<file path="src/rtl/led_ctrl_pkg.sv">
// Shared state type, counter-width helper and LEDG bit map for led_activity_ctrl.
package led_ctrl_pkg;

   typedef enum logic [1:0] {
      IDLE = 2'd0,
      DARK = 2'd1,
      LIT  = 2'd2
   } led_state_t;

   localparam int HB_LED_IDX = 0;

   // Bits needed to hold 0..max_val; never narrower than one bit.
   function automatic int cnt_width(input int max_val);
      return (max_val < 1) ? 1 : $clog2(max_val + 1);
   endfunction

endpackage

</file>
<file path="src/rtl/led_blink_fsm.sv">
// One switch port: turns link/activity into a solid-on LED with DARK/LIT activity blinks.
module led_blink_fsm
   import led_ctrl_pkg::*;
#(
   parameter int OFF_TICKS = 30,
   parameter int ON_TICKS  = 30
) (
   input  logic clk,
   input  logic rst_n,
   input  logic tick,
   input  logic link_up,
   input  logic activity,
   output logic led
);

   localparam int DW = cnt_width((OFF_TICKS > ON_TICKS) ? OFF_TICKS : ON_TICKS);
   localparam logic [DW-1:0] OFF_LOAD = DW'(OFF_TICKS);
   localparam logic [DW-1:0] ON_LOAD  = DW'(ON_TICKS);
   localparam logic [DW-1:0] DW_ONE   = DW'(1);

   led_state_t    state_reg;
   logic          pending_reg;
   logic [DW-1:0] dwell_reg;

   always_ff @(posedge clk or negedge rst_n) begin
      if (!rst_n) begin
         state_reg   <= IDLE;
         pending_reg <= 1'b0;
         dwell_reg   <= '0;
         led         <= 1'b0;
      end else begin
         led <= (state_reg != DARK) && link_up;
         // Link loss overrides everything, including a tick in the same cycle.
         if (!link_up) begin
            state_reg   <= IDLE;
            pending_reg <= 1'b0;
            dwell_reg   <= '0;
         end else begin
            case (state_reg)
               IDLE: begin
                  if (activity || pending_reg) begin
                     state_reg   <= DARK;
                     dwell_reg   <= OFF_LOAD;
                     pending_reg <= 1'b0;
                  end
               end
               DARK: begin
                  pending_reg <= pending_reg | activity;
                  if (tick) begin
                     if (dwell_reg == DW_ONE) begin
                        state_reg <= LIT;
                        dwell_reg <= ON_LOAD;
                     end else begin
                        dwell_reg <= dwell_reg - DW_ONE;
                     end
                  end
               end
               LIT: begin
                  pending_reg <= pending_reg | activity;
                  if (tick) begin
                     if (dwell_reg == DW_ONE) begin
                        state_reg <= IDLE;
                        dwell_reg <= '0;
                     end else begin
                        dwell_reg <= dwell_reg - DW_ONE;
                     end
                  end
               end
               default: begin
                  state_reg <= IDLE;
                  dwell_reg <= '0;
               end
            endcase
         end
      end
   end

endmodule

</file>
<file path="src/rtl/led_activity_ctrl.sv">
// Switch LED driver: shared tick prescaler, heartbeat on LEDG[0], one blink FSM per port.
// Optional lamp test input enabled by defining LED_LAMP_TEST_EN.
module led_activity_ctrl
   import led_ctrl_pkg::*;
#(
   parameter int NUM_PORTS = 4,
   parameter int TICK_DIV  = 50000,
   parameter int OFF_TICKS = 30,
   parameter int ON_TICKS  = 30,
   parameter int HB_TICKS  = 500
) (
   input  logic                 CLOCK_50,
   input  logic                 RESET_N,
   input  logic [NUM_PORTS-1:0] link_up,
   input  logic [NUM_PORTS-1:0] activity,
`ifdef LED_LAMP_TEST_EN
   input  logic                 lamp_test,
`endif
   output logic [NUM_PORTS:0]   LEDG
);

   localparam int PW = cnt_width(TICK_DIV - 1);
   localparam int HW = cnt_width(HB_TICKS - 1);
   localparam logic [PW-1:0] PRESC_LAST = PW'(TICK_DIV - 1);
   localparam logic [HW-1:0] HB_LAST    = HW'(HB_TICKS - 1);

   logic [PW-1:0]        presc_reg;
   logic                 tick_reg;
   logic [HW-1:0]        hb_cnt_reg;
   logic                 hb_reg;
   logic [NUM_PORTS-1:0] port_led;
   logic [NUM_PORTS:0]   normal_ledg;

   always_ff @(posedge CLOCK_50 or negedge RESET_N) begin
      if (!RESET_N) begin
         presc_reg  <= '0;
         tick_reg   <= 1'b0;
         hb_cnt_reg <= '0;
         hb_reg     <= 1'b0;
      end else begin
         tick_reg  <= (presc_reg == PRESC_LAST);
         presc_reg <= (presc_reg == PRESC_LAST) ? '0 : presc_reg + 1'b1;
         if (tick_reg) begin
            if (hb_cnt_reg == HB_LAST) begin
               hb_cnt_reg <= '0;
               hb_reg     <= ~hb_reg;
            end else begin
               hb_cnt_reg <= hb_cnt_reg + 1'b1;
            end
         end
      end
   end

   generate
      for (genvar gi = 0; gi < NUM_PORTS; gi++) begin : g_port
         led_blink_fsm #(
            .OFF_TICKS(OFF_TICKS),
            .ON_TICKS (ON_TICKS)
         ) u_fsm (
            .clk     (CLOCK_50),
            .rst_n   (RESET_N),
            .tick    (tick_reg),
            .link_up (link_up[gi]),
            .activity(activity[gi]),
            .led     (port_led[gi])
         );
      end
   endgenerate

   assign normal_ledg[HB_LED_IDX]  = hb_reg;
   assign normal_ledg[NUM_PORTS:1] = port_led;

`ifdef LED_LAMP_TEST_EN
   logic lamp_reg;

   always_ff @(posedge CLOCK_50 or negedge RESET_N) begin
      if (!RESET_N) lamp_reg <= 1'b0;
      else          lamp_reg <= lamp_test;
   end

   // Forcing happens at the output only; the FSMs keep running underneath.
   assign LEDG = lamp_reg ? '1 : normal_ledg;
`else
   assign LEDG = normal_ledg;
`endif

endmodule

</file>
<file path="config.mk">
export PLATFORM = sky130hd
export DESIGN_NAME = led_activity_ctrl
export DESIGN_NICKNAME = d
export VERILOG_FILES = /design/src/rtl/led_ctrl_pkg.sv /design/src/rtl/led_blink_fsm.sv /design/src/rtl/led_activity_ctrl.sv
export SDC_FILE = /design/constraint.sdc
export NUM_CORES = 1
export LEC_CHECK = 0
export ABC_AREA = 0
export CORE_UTILIZATION = 25
export DETAILED_ROUTE_END_ITERATION = 10
export HOLD_SLACK_MARGIN = 0.06
export PLACE_DENSITY = 0.5
export SLEW_MARGIN = 10
export SYNTH_ARGS = -nofsm -noshare
export SYNTH_HDL_FRONTEND = slang
export SYNTH_SLANG_ARGS = --single-unit
</file>
<file path="constraint.sdc">
create_clock -name CLOCK_50 -period 5.9 [get_ports CLOCK_50]
set_input_delay 1.18 -clock CLOCK_50 [delete_from_list [all_inputs] [get_ports CLOCK_50]]
set_output_delay 1.18 -clock CLOCK_50 [all_outputs]
set_load 0.05 [all_outputs]
</file>
# ---- After elaboration in Yosys (flattened, before gate mapping)
# Index checks and enable logic that the tools add are counted.
dict set report totals {
  regBits 63
  inputBits 10
  output_inout_bits 5
}
dict set report op_classes {
  add_sub_neg 6
  n_eq_ne 42
  muxes 70
  bitwise_logic 5
  reduce_logical 29
}
# operator count
set op_table {}
lappend op_table {{5-bit two-way mux} 24}
lappend op_table {{5-bit case mux with 3 select lines} 4}
lappend op_table {{2-bit two-way mux} 24}
lappend op_table {{3-bit by 2-bit inequality test with 1-bit output, second input constant} 16}
lappend op_table {{3-bit inequality test, second input constant} 8}
lappend op_table {{2-bit case mux with 3 select lines} 4}
lappend op_table {{5-bit by 1-bit == test with 1-bit output, second input constant} 4}
lappend op_table {{5-bit AND reduction} 4}
lappend op_table {{5-bit by 1-bit subtractor with 5-bit output, second input constant} 4}
lappend op_table {{16-bit by 1-bit adder with 16-bit output, second input constant} 1}
lappend op_table {{16-bit == test, second input constant} 1}
lappend op_table {{16-bit two-way mux} 1}
lappend op_table {{3-bit AND reduction} 4}
lappend op_table {{2-bit AND reduction} 5}
lappend op_table {{9-bit by 1-bit adder with 9-bit output, second input constant} 1}
lappend op_table {{9-bit == test, second input constant} 1}
lappend op_table {{9-bit two-way mux} 1}
lappend op_table {{2-bit by 1-bit == test with 1-bit output, second input constant} 4}
lappend op_table {{2-bit == test, second input constant} 4}
lappend op_table {{2-bit logical NOT} 4}
lappend op_table {{1-bit two-way mux} 8}
lappend op_table {{2-bit by 1-bit inequality test with 1-bit output, second input constant} 4}
lappend op_table {{1-bit case mux with 2 select lines} 4}
lappend op_table {{2-bit OR reduction} 4}
lappend op_table {{other kinds (4)} 13}

# ---- Logic depth before layout (Yosys ltp)
dict set report logic_depth {
  word_depth 5
  mapped_depth 7
}

# ---- Cells and area by module
# From an unflattened synthesis, not the netlist that was laid out.
dict set report unflattened {
  cells_unflattened 362
  hier_area_um2 3773.6
}
# mod instances cells_per_inst area_per_inst_um2
set by_module_without_submodules {}
lappend by_module_without_submodules {{led_blink_fsm (g_port[0].u_fsm ...)} 3 60 621.8}
lappend by_module_without_submodules {led_activity_ctrl 1 122 1278.7}
lappend by_module_without_submodules {{led_blink_fsm (g_port[3].u_fsm)} 1 60 629.4}

# ---- Least setup slack after synthesis
# Ideal clock, no wire load.
dict set report synth_path {
  path_kind {input to register}
  from {in activity[1]}
  to {reg g_port[1].u_fsm.dwell_reg[3]}
  setup_time_ns 0.124
  arrival_ns 2.259
  slack_ns 3.517
  path_stages 4
  path_cell_list {or3b_2 > a21boi_1 > mux2_2 > o31a_1}
}
dict set report synth_between {
  elab_chain_len 3
}
# item line_no
set synth_lines {}
lappend synth_lines {{start: declaration} led_activity_ctrl.sv:15} ;# input logic [NUM_PORTS-1:0] activity,
lappend synth_lines {{1-bit logical OR} led_blink_fsm.sv:41} ;# if (activity || pending_reg) begin
lappend synth_lines {{3-bit by 2-bit inequality test with 1-bit output (no source line)} n/a}
lappend synth_lines {{3-bit AND reduction (no source line)} n/a}
lappend synth_lines {{end signal: assignment} led_blink_fsm.sv:54} ;# dwell_reg <= dwell_reg - DW_ONE;
lappend synth_lines {{end signal: assignment} led_blink_fsm.sv:65} ;# dwell_reg <= dwell_reg - DW_ONE;
lappend synth_lines {{end: declaration} led_blink_fsm.sv:23} ;# logic [DW-1:0] dwell_reg;
# Every way passes these cells.
# A chain may end at the register's enable or synchronous reset.

# ---- Final worst setup path
# Ends and elaborated chain as after synthesis.

==> out/qor.txt <==
Slew @ Worst Pin: 0.813 ns
Die Span Y: 125 µm
Seq/Total Area, Yosys: 41.4%
Worst r2r src: g_port[1].u_fsm.state_reg[1]
Rel. slew slack: 45.8%
Hold WC Path Type: register to register
Number of diodes: 0
Sw frac: 37.9%
Clock latency on the worst-skew pair: 0.33 ns
Reg clk slew, reported paths: 0.05 ns
Via Count: 2862
Max Cap Viol: 0
Dpl ws: 2.58 ns
Worst Hold Depth: 1
Post-Syn Area: 0.00381 mm²
Min Tclk post-route: 2.99 ns
Synth warn: 0
# resized after CTS: 0
CP startpoint kind: input port
Largest net degree at the start of global routing: 64
Leakage power: 1.94 nW
Routed Antenna Nets: 0
Met1 Resource Use GR: 13.4%
Hold-fix buffers, CTS: 0
Total Routing Usage GR: 10.3%
Setup violators final: 0
GRT met3 Usage: 2.23%
Synth cell types: 63
Site Rows: 44
EDFF count, synth: 0
Clock Power Share: 25.4%
Core ar.: 0.0147 mm²
Worst r2r dst: g_port[1].u_fsm.dwell_reg[3]
Die Span X: 125 µm
Top Usage Layer GRT: met2
Max VDD drop: 131 µV
Clk root buf: clkbuf_16
Status: complete, no violations
Io pins: 15
Worst hold start: presc_reg[0]
WL per Instance: 12.3 µm
Share of layout cells above drive strength 1: 8.25%
Combinational share of power: 41.1%
Worst r2r path cells: 6
Unrepaired setup endpoints after global routing: no
Routability congestion estimate: 0.795
Total CTS buffers: 9
Die area: 0.0157 mm²
Initial antenna violation count: 0
Final WS setup: 2.91 ns
Setup Skew: 0.00423 ns
Grt ovf: 0
Vias per std cell: 4.80
1st-iter DRT viols: 218
FFs w/ async S/R, synth: 100%
CTS tree: done
Pint: 1.18 mW
Layout Nets: 449
Finished Core Util: 29.8%
Clk buf depth: 2
Mapped Cells: 393
F_max: 334 MHz
Post-route setup TNS: 0 ns
Port Buf Inserts: 14
CP endpoint kind: register
CTS HTree Levels: 3
Seq pwr share: 33.5%
Final Hold Fails: 0
Post-CTS Setup Bufs: 0
Sw power: 0.720 mW
Critical path class: input port to register
Placed insts: 582
Syn_nets: 433
First-pass GRT wire length: 13200 µm
Initial core utilization: 25.9%
Fin crit share: 50.7%
Cell Count, Final, Fillers Out: 596
Final slew viol count: 0
Vias in the first global route: 2834
Crit-path max FO: 12
Reg2Reg Setup Slack: 3.30 ns
Critical path required time: 6.11 ns
WP data arrival: 3.20 ns
Met2 usage: 16.2%
TritonCTS Sinks: 63
Syn Area/Cell: 9.68 µm²
Detailed-route wire length: 7330 µm
Max FFs per register: 20
HPWL Detailed: 5140 µm
Main synth FF type: dfrtp_1
1st-pass router iterations: 6
Area Overhead vs Synth: 15.2%
WHS Endpoint: presc_reg[0]
Power Density: 434 mW/mm²
Flops & latches, synth: 63
DRC errors left: 0
[worst max-delay path by stage]
stage | from | to | slack, ns | depth (start not counted)
2_1_floorplan | activity[1] | g_port[1].u_fsm.dwell_reg[3] | 3.52 | 4
4_1_cts | activity[1] | g_port[1].u_fsm.dwell_reg[3] | 2.93 | 5
5_1_grt | activity[1] | g_port[1].u_fsm.dwell_reg[3] | 2.82 | 5
6_report | activity[1] | g_port[1].u_fsm.dwell_reg[3] | 2.91 | 5
3_3_place_gp | activity[1] | g_port[1].u_fsm.dwell_reg[3] | 2.61 | 5
3_5_place_dp | activity[1] | g_port[1].u_fsm.dwell_reg[3] | 2.58 | 5
[synthesized netlist by cell type (3+ instances only)]
master	number	area share, %
buf_4	5	0.99
or3_1	9	1.5
nand3_1	11	1.4
a21boi_0	3	0.59
a22o_1	3	0.69
nand2b_1	8	1.3
xor2_1	8	1.8
or3b_2	4	0.92
xnor2_1	12	2.8
nand4_1	10	1.6
nor3_1	8	1.1
nand4b_1	3	0.69
nor2_1	30	3.0
inv_1	24	2.4
nor3b_1	3	0.59
a31oi_1	4	0.66
a21oi_1	17	2.2
nor4b_1	5	1.2
nor2b_1	4	0.66
nand2_1	28	2.8
a21o_1	9	1.8
and3_1	6	0.99
o211ai_1	4	0.79
mux2i_1	6	1.6
o21bai_1	4	0.79
ha_1	30	9.9
o21ai_0	25	3.3
dfrtp_1	63	41
or2_2	4	0.66
[power groups by stage]
stage	registers, mW	clock network (mW)	logic [mW]
after floorplan	0.611	0	0.647
after global placement	0.640	0	0.779
after detailed placement	0.644	0	0.784
after CTS	0.636	0.506	0.789
after global routing	0.654	0.520	0.892
final	0.636	0.483	0.782
[kinds of logic after synthesis]
group,after synthesis,synth area share [%]
xor+xnor,20,4.60
fa+ha+maj,30,9.86
simple gates,149,22.2
flops,63,41.4
mux,8,2.17
compound gates,89,15.8
buf+inv,34,3.94
[layout by cell type (no fill, tap or decap), types with 9 or more instances in the layout]
cell type	n
nand3_1	11
or3_1	9
o21ai_0	25
ha_1	30
a21o_1	9
nand2_1	28
dfrtp_1	63
xnor2_1	12
a21oi_1	17
clkbuf_16	9
clkdlybuf4s50_1	13
nor2_1	30
nand4_1	10
inv_1	24
[cell type report]
cell class | count | area, µm²
Fill cell | 1492 | 10300
Multi-Input combinational cell | 296 | 2080
Sequential cell | 63 | 1580
Clock buffer | 13 | 260
Tap cell | 184 | 230
Timing Repair Buffer | 15 | 143
Inverter | 24 | 90.1
Clock inverter | 1 | 5.00
[stage by stage]
stage               cell area (µm²)  hold slack [ns]  total power, mW
CTS                            4380            0.451             1.93
floorplan                      3810            0.424             1.26
finish                         4380            0.450             1.90
detailed placement             4120            0.445             1.43
global placement               4120            0.440             1.42
global route                   4380            0.477             2.07
[per-layer routing]
layer | wire (µm) | vias up
met5 | 0 | -
met4 | 132 | 0
met3 | 168 | 9
met2 | 3320 | 25
met1 | 3700 | 1390
li1 | - | 1438
[worst max-delay path: stages]
cell and delay, ns:
clkdlybuf4s50_1 0.42, or3b_2 0.46, a21boi_1 0.64, mux2_2 0.41, o31a_1 0.10
Note: power is estimated with default switching activity, not from simulation.
